--- src/rtl/vga_pkg.sv ---
// Shared VGA timing defaults, colour type and constants for the quadrant renderer.
package vga_pkg;

    localparam int H_ACTIVE = 640;
    localparam int H_FP     = 16;
    localparam int H_SYNC   = 96;
    localparam int H_BP     = 48;
    localparam int V_ACTIVE = 480;
    localparam int V_FP     = 10;
    localparam int V_SYNC   = 2;
    localparam int V_BP     = 33;
    localparam int H_TOTAL  = H_ACTIVE + H_FP + H_SYNC + H_BP;
    localparam int V_TOTAL  = V_ACTIVE + V_FP + V_SYNC + V_BP;
    localparam int PIX_DIV  = 2;
    localparam int BORDER   = 4;

    typedef struct packed {
        logic [3:0] r;
        logic [3:0] g;
        logic [3:0] b;
    } rgb_t;

    localparam rgb_t COL_BLACK = rgb_t'(12'h000);
    localparam rgb_t COL_WHITE = rgb_t'(12'hFFF);
    localparam rgb_t COL_SEL   = rgb_t'(12'h0F0);
    localparam rgb_t COL_BG    = rgb_t'(12'h222);

    // Half-open window test [lo, hi) on plain integers to sidestep width juggling.
    function automatic logic in_window(input int val, input int lo, input int hi);
        return (val >= lo) && (val < hi);
    endfunction

endpackage

--- src/rtl/vga_timing.sv ---
// Raster timing: pixel-rate divider, h/v counters, active-low sync windows and
// the active-area flag, all decoded from the current counter values.
module vga_timing #(
    parameter int H_ACTIVE = vga_pkg::H_ACTIVE,
    parameter int H_FP     = vga_pkg::H_FP,
    parameter int H_SYNC   = vga_pkg::H_SYNC,
    parameter int H_BP     = vga_pkg::H_BP,
    parameter int V_ACTIVE = vga_pkg::V_ACTIVE,
    parameter int V_FP     = vga_pkg::V_FP,
    parameter int V_SYNC   = vga_pkg::V_SYNC,
    parameter int V_BP     = vga_pkg::V_BP,
    parameter int PIX_DIV  = vga_pkg::PIX_DIV,
    parameter int HW       = $clog2(H_ACTIVE + H_FP + H_SYNC + H_BP),
    parameter int VW       = $clog2(V_ACTIVE + V_FP + V_SYNC + V_BP)
) (
    input  logic          i_clk,
    input  logic          i_rst,
    output logic          o_tick,
    output logic [HW-1:0] o_h_cnt,
    output logic [VW-1:0] o_v_cnt,
    output logic          o_active,
    output logic          o_hsync_n,
    output logic          o_vsync_n
);
    import vga_pkg::*;

    localparam int H_TOTAL = H_ACTIVE + H_FP + H_SYNC + H_BP;
    localparam int V_TOTAL = V_ACTIVE + V_FP + V_SYNC + V_BP;
    localparam int PW      = (PIX_DIV > 1) ? $clog2(PIX_DIV) : 1;

    logic [PW-1:0] r_pix_cnt;
    logic [HW-1:0] r_h_cnt;
    logic [VW-1:0] r_v_cnt;
    logic          w_tick;
    logic          w_h_last;
    logic          w_v_last;

    // With PIX_DIV=1 the divider sits at zero and every clock is a tick.
    assign w_tick   = (r_pix_cnt == PW'(PIX_DIV - 1));
    assign w_h_last = (int'(r_h_cnt) == H_TOTAL - 1);
    assign w_v_last = (int'(r_v_cnt) == V_TOTAL - 1);

    // Pixel-rate divider
    always_ff @(posedge i_clk or posedge i_rst) begin
        if (i_rst) begin
            r_pix_cnt <= '0;
        end else if (w_tick) begin
            r_pix_cnt <= '0;
        end else begin
            r_pix_cnt <= r_pix_cnt + PW'(1);
        end
    end

    // Raster position; the vertical counter steps when the line wraps
    always_ff @(posedge i_clk or posedge i_rst) begin
        if (i_rst) begin
            r_h_cnt <= '0;
            r_v_cnt <= '0;
        end else if (w_tick) begin
            if (w_h_last) begin
                r_h_cnt <= '0;
                r_v_cnt <= w_v_last ? '0 : r_v_cnt + VW'(1);
            end else begin
                r_h_cnt <= r_h_cnt + HW'(1);
            end
        end
    end

    assign o_tick    = w_tick;
    assign o_h_cnt   = r_h_cnt;
    assign o_v_cnt   = r_v_cnt;
    assign o_active  = (int'(r_h_cnt) < H_ACTIVE) && (int'(r_v_cnt) < V_ACTIVE);
    assign o_hsync_n = !in_window(int'(r_h_cnt), H_ACTIVE + H_FP, H_ACTIVE + H_FP + H_SYNC);
    assign o_vsync_n = !in_window(int'(r_v_cnt), V_ACTIVE + V_FP, V_ACTIVE + V_FP + V_SYNC);

endmodule

--- src/rtl/quadrant_vga_renderer.sv ---
// Draws a 2x2 grid with the player's square highlighted; the position is
// sampled once per frame at the start of vertical blank so moves never tear.
module quadrant_vga_renderer #(
    parameter int H_ACTIVE = vga_pkg::H_ACTIVE,
    parameter int H_FP     = vga_pkg::H_FP,
    parameter int H_SYNC   = vga_pkg::H_SYNC,
    parameter int H_BP     = vga_pkg::H_BP,
    parameter int V_ACTIVE = vga_pkg::V_ACTIVE,
    parameter int V_FP     = vga_pkg::V_FP,
    parameter int V_SYNC   = vga_pkg::V_SYNC,
    parameter int V_BP     = vga_pkg::V_BP,
    parameter int PIX_DIV  = vga_pkg::PIX_DIV,
    parameter int BORDER   = vga_pkg::BORDER
) (
    input  logic       clk,
    input  logic       rst,
    input  logic       pos_x,
    input  logic       pos_y,
    output logic       hsync,
    output logic       vsync,
    output logic [3:0] red,
    output logic [3:0] green,
    output logic [3:0] blue,
    output logic       frame_start
);
    import vga_pkg::*;

    localparam int HW = $clog2(H_ACTIVE + H_FP + H_SYNC + H_BP);
    localparam int VW = $clog2(V_ACTIVE + V_FP + V_SYNC + V_BP);

    logic          w_tick;
    logic          w_active;
    logic          w_hsync_n;
    logic          w_vsync_n;
    logic [HW-1:0] w_h_cnt;
    logic [VW-1:0] w_v_cnt;
    logic          w_latch;
    logic          w_qx;
    logic          w_qy;
    logic          w_grid;
    rgb_t          w_rgb;

    logic [1:0]    r_pos_q;
    logic          r_frame_start;
    logic          r_hsync;
    logic          r_vsync;
    rgb_t          r_rgb;

    vga_timing #(
        .H_ACTIVE (H_ACTIVE),
        .H_FP     (H_FP),
        .H_SYNC   (H_SYNC),
        .H_BP     (H_BP),
        .V_ACTIVE (V_ACTIVE),
        .V_FP     (V_FP),
        .V_SYNC   (V_SYNC),
        .V_BP     (V_BP),
        .PIX_DIV  (PIX_DIV),
        .HW       (HW),
        .VW       (VW)
    ) u_timing (
        .i_clk     (clk),
        .i_rst     (rst),
        .o_tick    (w_tick),
        .o_h_cnt   (w_h_cnt),
        .o_v_cnt   (w_v_cnt),
        .o_active  (w_active),
        .o_hsync_n (w_hsync_n),
        .o_vsync_n (w_vsync_n)
    );

    assign w_latch = w_tick && (w_h_cnt == '0) && (int'(w_v_cnt) == V_ACTIVE);
    assign w_qx    = (int'(w_h_cnt) >= H_ACTIVE / 2);
    assign w_qy    = (int'(w_v_cnt) < V_ACTIVE / 2);
    assign w_grid  = in_window(int'(w_h_cnt), H_ACTIVE / 2 - BORDER / 2, H_ACTIVE / 2 + BORDER / 2) ||
                     in_window(int'(w_v_cnt), V_ACTIVE / 2 - BORDER / 2, V_ACTIVE / 2 + BORDER / 2);

    // Position latch at start of vertical blank; frame_start lasts a single clock
    always_ff @(posedge clk or posedge rst) begin
        if (rst) begin
            r_pos_q       <= 2'b00;
            r_frame_start <= 1'b0;
        end else begin
            r_frame_start <= w_latch;
            if (w_latch) begin
                r_pos_q <= {pos_x, pos_y};
            end
        end
    end

    // Colour priority: blanking, grid line, selected square, background
    always_comb begin
        w_rgb = COL_BLACK;
        if (!w_active) begin
            w_rgb = COL_BLACK;
        end else if (w_grid) begin
            w_rgb = COL_WHITE;
        end else if ({w_qx, w_qy} == r_pos_q) begin
            w_rgb = COL_SEL;
        end else begin
            w_rgb = COL_BG;
        end
    end

    // Sync and colour share one register stage so they never skew
    always_ff @(posedge clk or posedge rst) begin
        if (rst) begin
            r_hsync <= 1'b1;
            r_vsync <= 1'b1;
            r_rgb   <= COL_BLACK;
        end else if (w_tick) begin
            r_hsync <= w_hsync_n;
            r_vsync <= w_vsync_n;
            r_rgb   <= w_rgb;
        end
    end

    assign hsync       = r_hsync;
    assign vsync       = r_vsync;
    assign red         = r_rgb.r;
    assign green       = r_rgb.g;
    assign blue        = r_rgb.b;
    assign frame_start = r_frame_start;

endmodule

--- config.mk ---
export PLATFORM = sky130hd
export DESIGN_NAME = quadrant_vga_renderer
export DESIGN_NICKNAME = d
export VERILOG_FILES = /design/src/rtl/vga_pkg.sv /design/src/rtl/vga_timing.sv /design/src/rtl/quadrant_vga_renderer.sv
export SDC_FILE = /design/constraint.sdc
export NUM_CORES = 1
export LEC_CHECK = 0
export ABC_AREA = 0
export ABC_CLOCK_PERIOD_IN_PS = 4300
export BUFFER_PORTS_ARGS = -buffer_cell sky130_fd_sc_hd__buf_2
export CAP_MARGIN = 20
export CORE_MARGIN = 3
export CORE_UTILIZATION = 62
export CTS_CLUSTER_DIAMETER = 30
export DETAILED_ROUTE_END_ITERATION = 6
export MAX_ROUTING_LAYER = met4
export PLACE_DENSITY_LB_ADDON = 0.3
export SLEW_MARGIN = 20
export SYNTH_ARGS = -nofsm -noshare
export SYNTH_HDL_FRONTEND = slang
export SYNTH_SLANG_ARGS = --single-unit
--- constraint.sdc ---
create_clock -name clk -period 4.3 [get_ports clk]
set_input_delay 0.86 -clock clk [delete_from_list [all_inputs] [get_ports clk]]
set_output_delay 0.86 -clock clk [all_outputs]
set_load 0.1 [all_outputs]
Word-level counts from Yosys, hierarchy flattened
Cells that the tools add are included.
{"block": "totals", "out_inout_bits": 15, "inputBits": 4, "elab_cells": 47, "ff_bits": 38}
{"block": "classes", "n_reduce_logical": 12, "eq_ne": 4, "n_mux": 6, "n_lt_le_gt_ge": 12, "n_addsub": 3}
{"operator": "$ge A10 B9 Y1 const B", "count": 3}
{"operator": "$lt A10 B9 Y1 const B", "count": 3}
{"operator": "$mux W10", "count": 3}
{"operator": "$mux W12", "count": 2}
{"operator": "$add A10 B1 Y10 const B", "count": 2}
{"operator": "$eq A10 B10 Y1 const B", "count": 2}
{"operator": "$lt A10 B10 Y1 const B", "count": 2}
{"operator": "$lt A10 B8 Y1 const B", "count": 2}
{"operator": "$eq A10 B9 Y1 const B", "count": 1}
{"operator": "$ge A10 B10 Y1 const B", "count": 1}
{"operator": "$ge A10 B8 Y1 const B", "count": 1}
{"operator": "$logic_not A10 Y1", "count": 1}
{"operator": "$logic_and A1 B1 Y1", "count": 7}
{"operator": "$eq A2 B2 Y1", "count": 1}
{"operator": "$logic_not A1 Y1", "count": 2}
{"operator": "$reduce_and A2 Y1", "count": 1}
{"operator": "$add A1 B1 Y1 const B", "count": 1}
{"operator": "$logic_or A1 B1 Y1", "count": 1}
{"operator": "$mux W1", "count": 1}

Depth between registers and ports, before layout
{"block": "logic_depth", "ltp_word": 5, "mapped_depth": 7, "depth_no_buf": 5}

Modules after synthesis
Synthesis repeated with hierarchy kept, for this count alone.
{"block": "unflattened", "hier_cells": 170, "hier_area_um2": 1730.4}
{"module": "vga_timing", "n_inst": 1, "cells_each": 112, "area_per_inst_um2": 1112.3, "seq_area_each_um2": 525.5}
{"module": "quadrant_vga_renderer", "n_inst": 1, "cells_each": 58, "area_per_inst_um2": 618.1, "seq_area_each_um2": 227.7}

Worst setup path before layout
Ideal clock, no wire load.
{"block": "synth_timing", "kind": "reg2out", "startpoint": "register, netlist name red[2]", "endpoint": "output port blue[2]", "required_ns": 3.440, "t_arrival_ns": 1.407, "stages_incl_launch_ff": 2, "setup_slack_ns": 2.033, "n_path_buf": 1, "cell_sequence": "dfrtp_1 buf_4"}
{"item": "to (decl)", "line_no": "quadrant_vga_renderer.sv:23", "text": "output logic [3:0] blue,"}

Worst setup path in the final report
{"block": "layout_timing", "startpoint": "register r_vsync, in the netlist vsync", "endpoint": "output port vsync"}
{"item": "from (decl)", "line_no": "quadrant_vga_renderer.sv:46", "text": "logic r_vsync;"}
{"item": "from (signal assigned)", "line_no": "quadrant_vga_renderer.sv:113", "text": "r_vsync <= w_vsync_n;"}
{"item": "to (decl)", "line_no": "quadrant_vga_renderer.sv:20", "text": "output logic vsync,"}
No word-level cell between the ends.

==> impl_results.md <==
- Status: complete, no violations
- Fin worst setup slack: 2.131 ns
- Starting Density: between 60% and 70%
- Cts hold-fix bufs: 0
- CTS H-tree depth: 2
- Placed wire-length estimate: 2426 um
- Final clock skew: 0.01627 ns
- Async SR Flop Fraction: 100.0%
- Crit start category: flop
- Setup violators final: 0
- 1st-iter DRT viols: 92
- Max-cap violations: 0
- Antenna Cells: 0
- Critical Path End Type: output port
- Drt first pass iters: 4
- Flop pwr share: 60.8%
- Worst slack, placed: 2.218 ns
- I/O Buffers: 18
- Synthesized flop and latch total: 30
- Most common cell after layout, fill and taps aside: dfrtp_1
- Fin crit share: 50.45%
- CP bufs+invs: 1
- Top_reg_cell synth: dfrtp_1
- FP Rows: 18
- Layout area overhead: 4.632%
- Synth warn: 0
- IO Pins: 19
- Syn_area_per_cell: 9.779 sq um
- First-pass GRT wire length: 5754 um
- Largest net degree at the start of global routing: 31
- Psw: 101.4 uW
- Relative slew slack: 59.23%
- Root Buffer: clkbuf_4
- CTS tree: yes
- Postcts setup bufs: 0
- Final Non-Filler Cells: between 200 and 250
- Final Net Count: roughly 190
- Total wire length: 3412 um
- Internal: 362.2 uW
- P_leak: between 0.7 and 0.8 nW
- Sw Ratio: 21.87%
- Sink Count: 30
- CP Cell Sequence: buf_2
- Tot GR Track Use: 22.63%
- Die Ht: 58.39 um
- Path category of the worst min-delay check: reg2reg
- CP arrival: 1.31 ns
- Layout cell share with drive strength beyond 1: 18.13%
- Worst VDD drop: 0.2514 mV
- Netlist Area Pre-Place: about 1700 sq um
- Wire per inst: 16.09 um
- Core area: 2545 sq um
- Max-slew violation count: 0
- Final hold violation count: 0
- Worst-path fanout max: 2
- Sequential cell area fraction in the yosys report: 44.26%
- Resize count post-CTS: 0
- Worst-Margin Slew: 0.6107 ns
- Total CTS buffers: 5
- Initial antenna violation count: 0
- Slowest CP cell: dfstp_2
- Power Dens Cells: 260.4 nW/um^2
- Combinational share of power: 1.4%
- WP data required: approximately 3.4 ns
- RSZ-0062 raised after global routing: false
- Setup TNS: 0 ns
- Critical path's top delay family: flip-flops
- Clk_lat worst skew: between 0.3 and 0.4 ns
- Final core utilization: 69.96%
- Post-DR vias/cell: between 6 and 7
- Max clock buf depth: 2
- Post-Syn Nets: 182
- GP Congestion: 0.8963
- Fmax: ~460 MHz
- Die width: 58.39 um
- DRC: 0
- Netlist cell types: 48
- Via count: 1357
- Largest stage delay, worst path: between 0.5 and 0.6 ns
- Kind of critical path: reg2out
- Min Tclk post-route: 2.169 ns
- Most frequent cells in the layout: dfrtp_1, buf_2, nand2_1, inv_1
- Clock share of power: between 30% and 40%
- ANT nets after route: 0
- Number of synthesized flops with an enable pin: 0
- Clock input transition at the sequential cells of the worst setup and hold paths: 0.10 ns
- Synthesized instance count: 174
- Post-Place Cells: 204
- Overflow after GRT: 0
- Die area: 3409 sq um
- Vias in the first global route: 1243
==> final timing paths <==
check | from | to | slack, ns | cells after the start
setup / recovery | vsync | vsync | 2.13 | 1
setup reg to reg | u_timing.o_tick | u_timing.o_v_cnt[4] | 2.15 | 4
max in group asynchronous | rst | u_timing.o_h_cnt[0] | 3.30 | 2
min in group asynchronous | rst | u_timing.o_h_cnt[6] | 0.59 | 2
hold reg to reg | green[1] | green[1] | 0.48 | 1
hold / removal | green[1] | green[1] | 0.48 | 1
==> cells by family (layout without fill, tap and decap cells) <==
kind of cell	Yosys count	in the layout	share of synthesized area, %
AOI/OAI and AO/OA	33	33	13.97
adders and majority gates	4	4	2.941
buffers and inverters	28	36	8.603
DFF	30	30	44.26
xor gates and xnor gates	9	9	4.633
muxes	5	5	3.162
and+or+nand+nor	65	65	22.43
==> flip-flops by register name (all words and copies together) (netlist names) <==
| register | cells |
|---|---|
| u_timing.o_v_cnt | 10 |
| r_pos_q | 2 |
| u_timing.o_tick | 1 |
| vsync | 1 |
| red | 2 |
| hsync | 1 |
| frame_start | 1 |
| green | 2 |
| u_timing.o_h_cnt | 10 |
==> synthesized netlist by cell type (3+ instances only) <==
cell	n	area, sq um
o32a_1	3	30.03
dfrtp_1	28	700.7
ha_1	4	50.05
o21a_1	3	22.52
nor3_1	5	25.02
o21ai_0	6	30.03
clkbuf_1	6	22.52
nand2_1	15	56.30
buf_2	3	15.01
and3_1	5	31.28
xnor2_1	8	70.07
buf_4	8	60.06
a31oi_1	3	18.77
mux2_2	3	33.78
nand3_1	7	35.03
nand4_1	8	50.05
inv_1	10	37.54
a21oi_1	3	15.01
nor2_1	5	18.77
nand4b_1	4	35.03
==> layer usage <==
| metal | wire length, um | GRT usage [%] | vias to the layer above |
|---|---|---|---|
| met4 | 44 | 8.278 | 0 |
| met2 | 1565 | 34.77 | 65 |
| met1 | 1544 | 29.65 | 635 |
| met5 | 0 | - | - |
| li1 | - | - | 652 |
| met3 | 258 | 4.605 | 5 |
==> stage by stage <==
stage | hold slack (ns) | power, mW | area [sq um]
CTS | 0.4884 | 0.4681 | 1780
global route | 0.5238 | 0.4818 | 1780
global placement | 0.4588 | 0.2943 | 1720
floorplan | 0.4981 | 0.2917 | 1702
detailed placement | 0.4662 | 0.2945 | 1720
finish | 0.4842 | 0.4636 | 1780
==> power groups by stage <==
| stage | combinational (mW) | sequential (mW) | clock [mW] |
|---|---|---|---|
| final | 0.00667 | 0.282 | 0.175 |
| after global routing | 0.00788 | 0.282 | 0.192 |
| after CTS | 0.00697 | 0.282 | 0.179 |
| after detailed placement | 0.00698 | 0.287 | 0 |
| after global placement | 0.00677 | 0.287 | 0 |
| after floorplan | 0.00417 | 0.287 | 0 |
==> cell type report <==
type                    instances  area, sq um
repair buffers                 18        90.09
inverters                      10        37.54
clock buffers                   7        55.05
clock inverters                 1        5.005
multi-input cells             116        802.0
fillers                       179        764.5
well taps                      30        37.54
flip-flops and latches         30        753.2
Power figures use the tool's default switching activity.
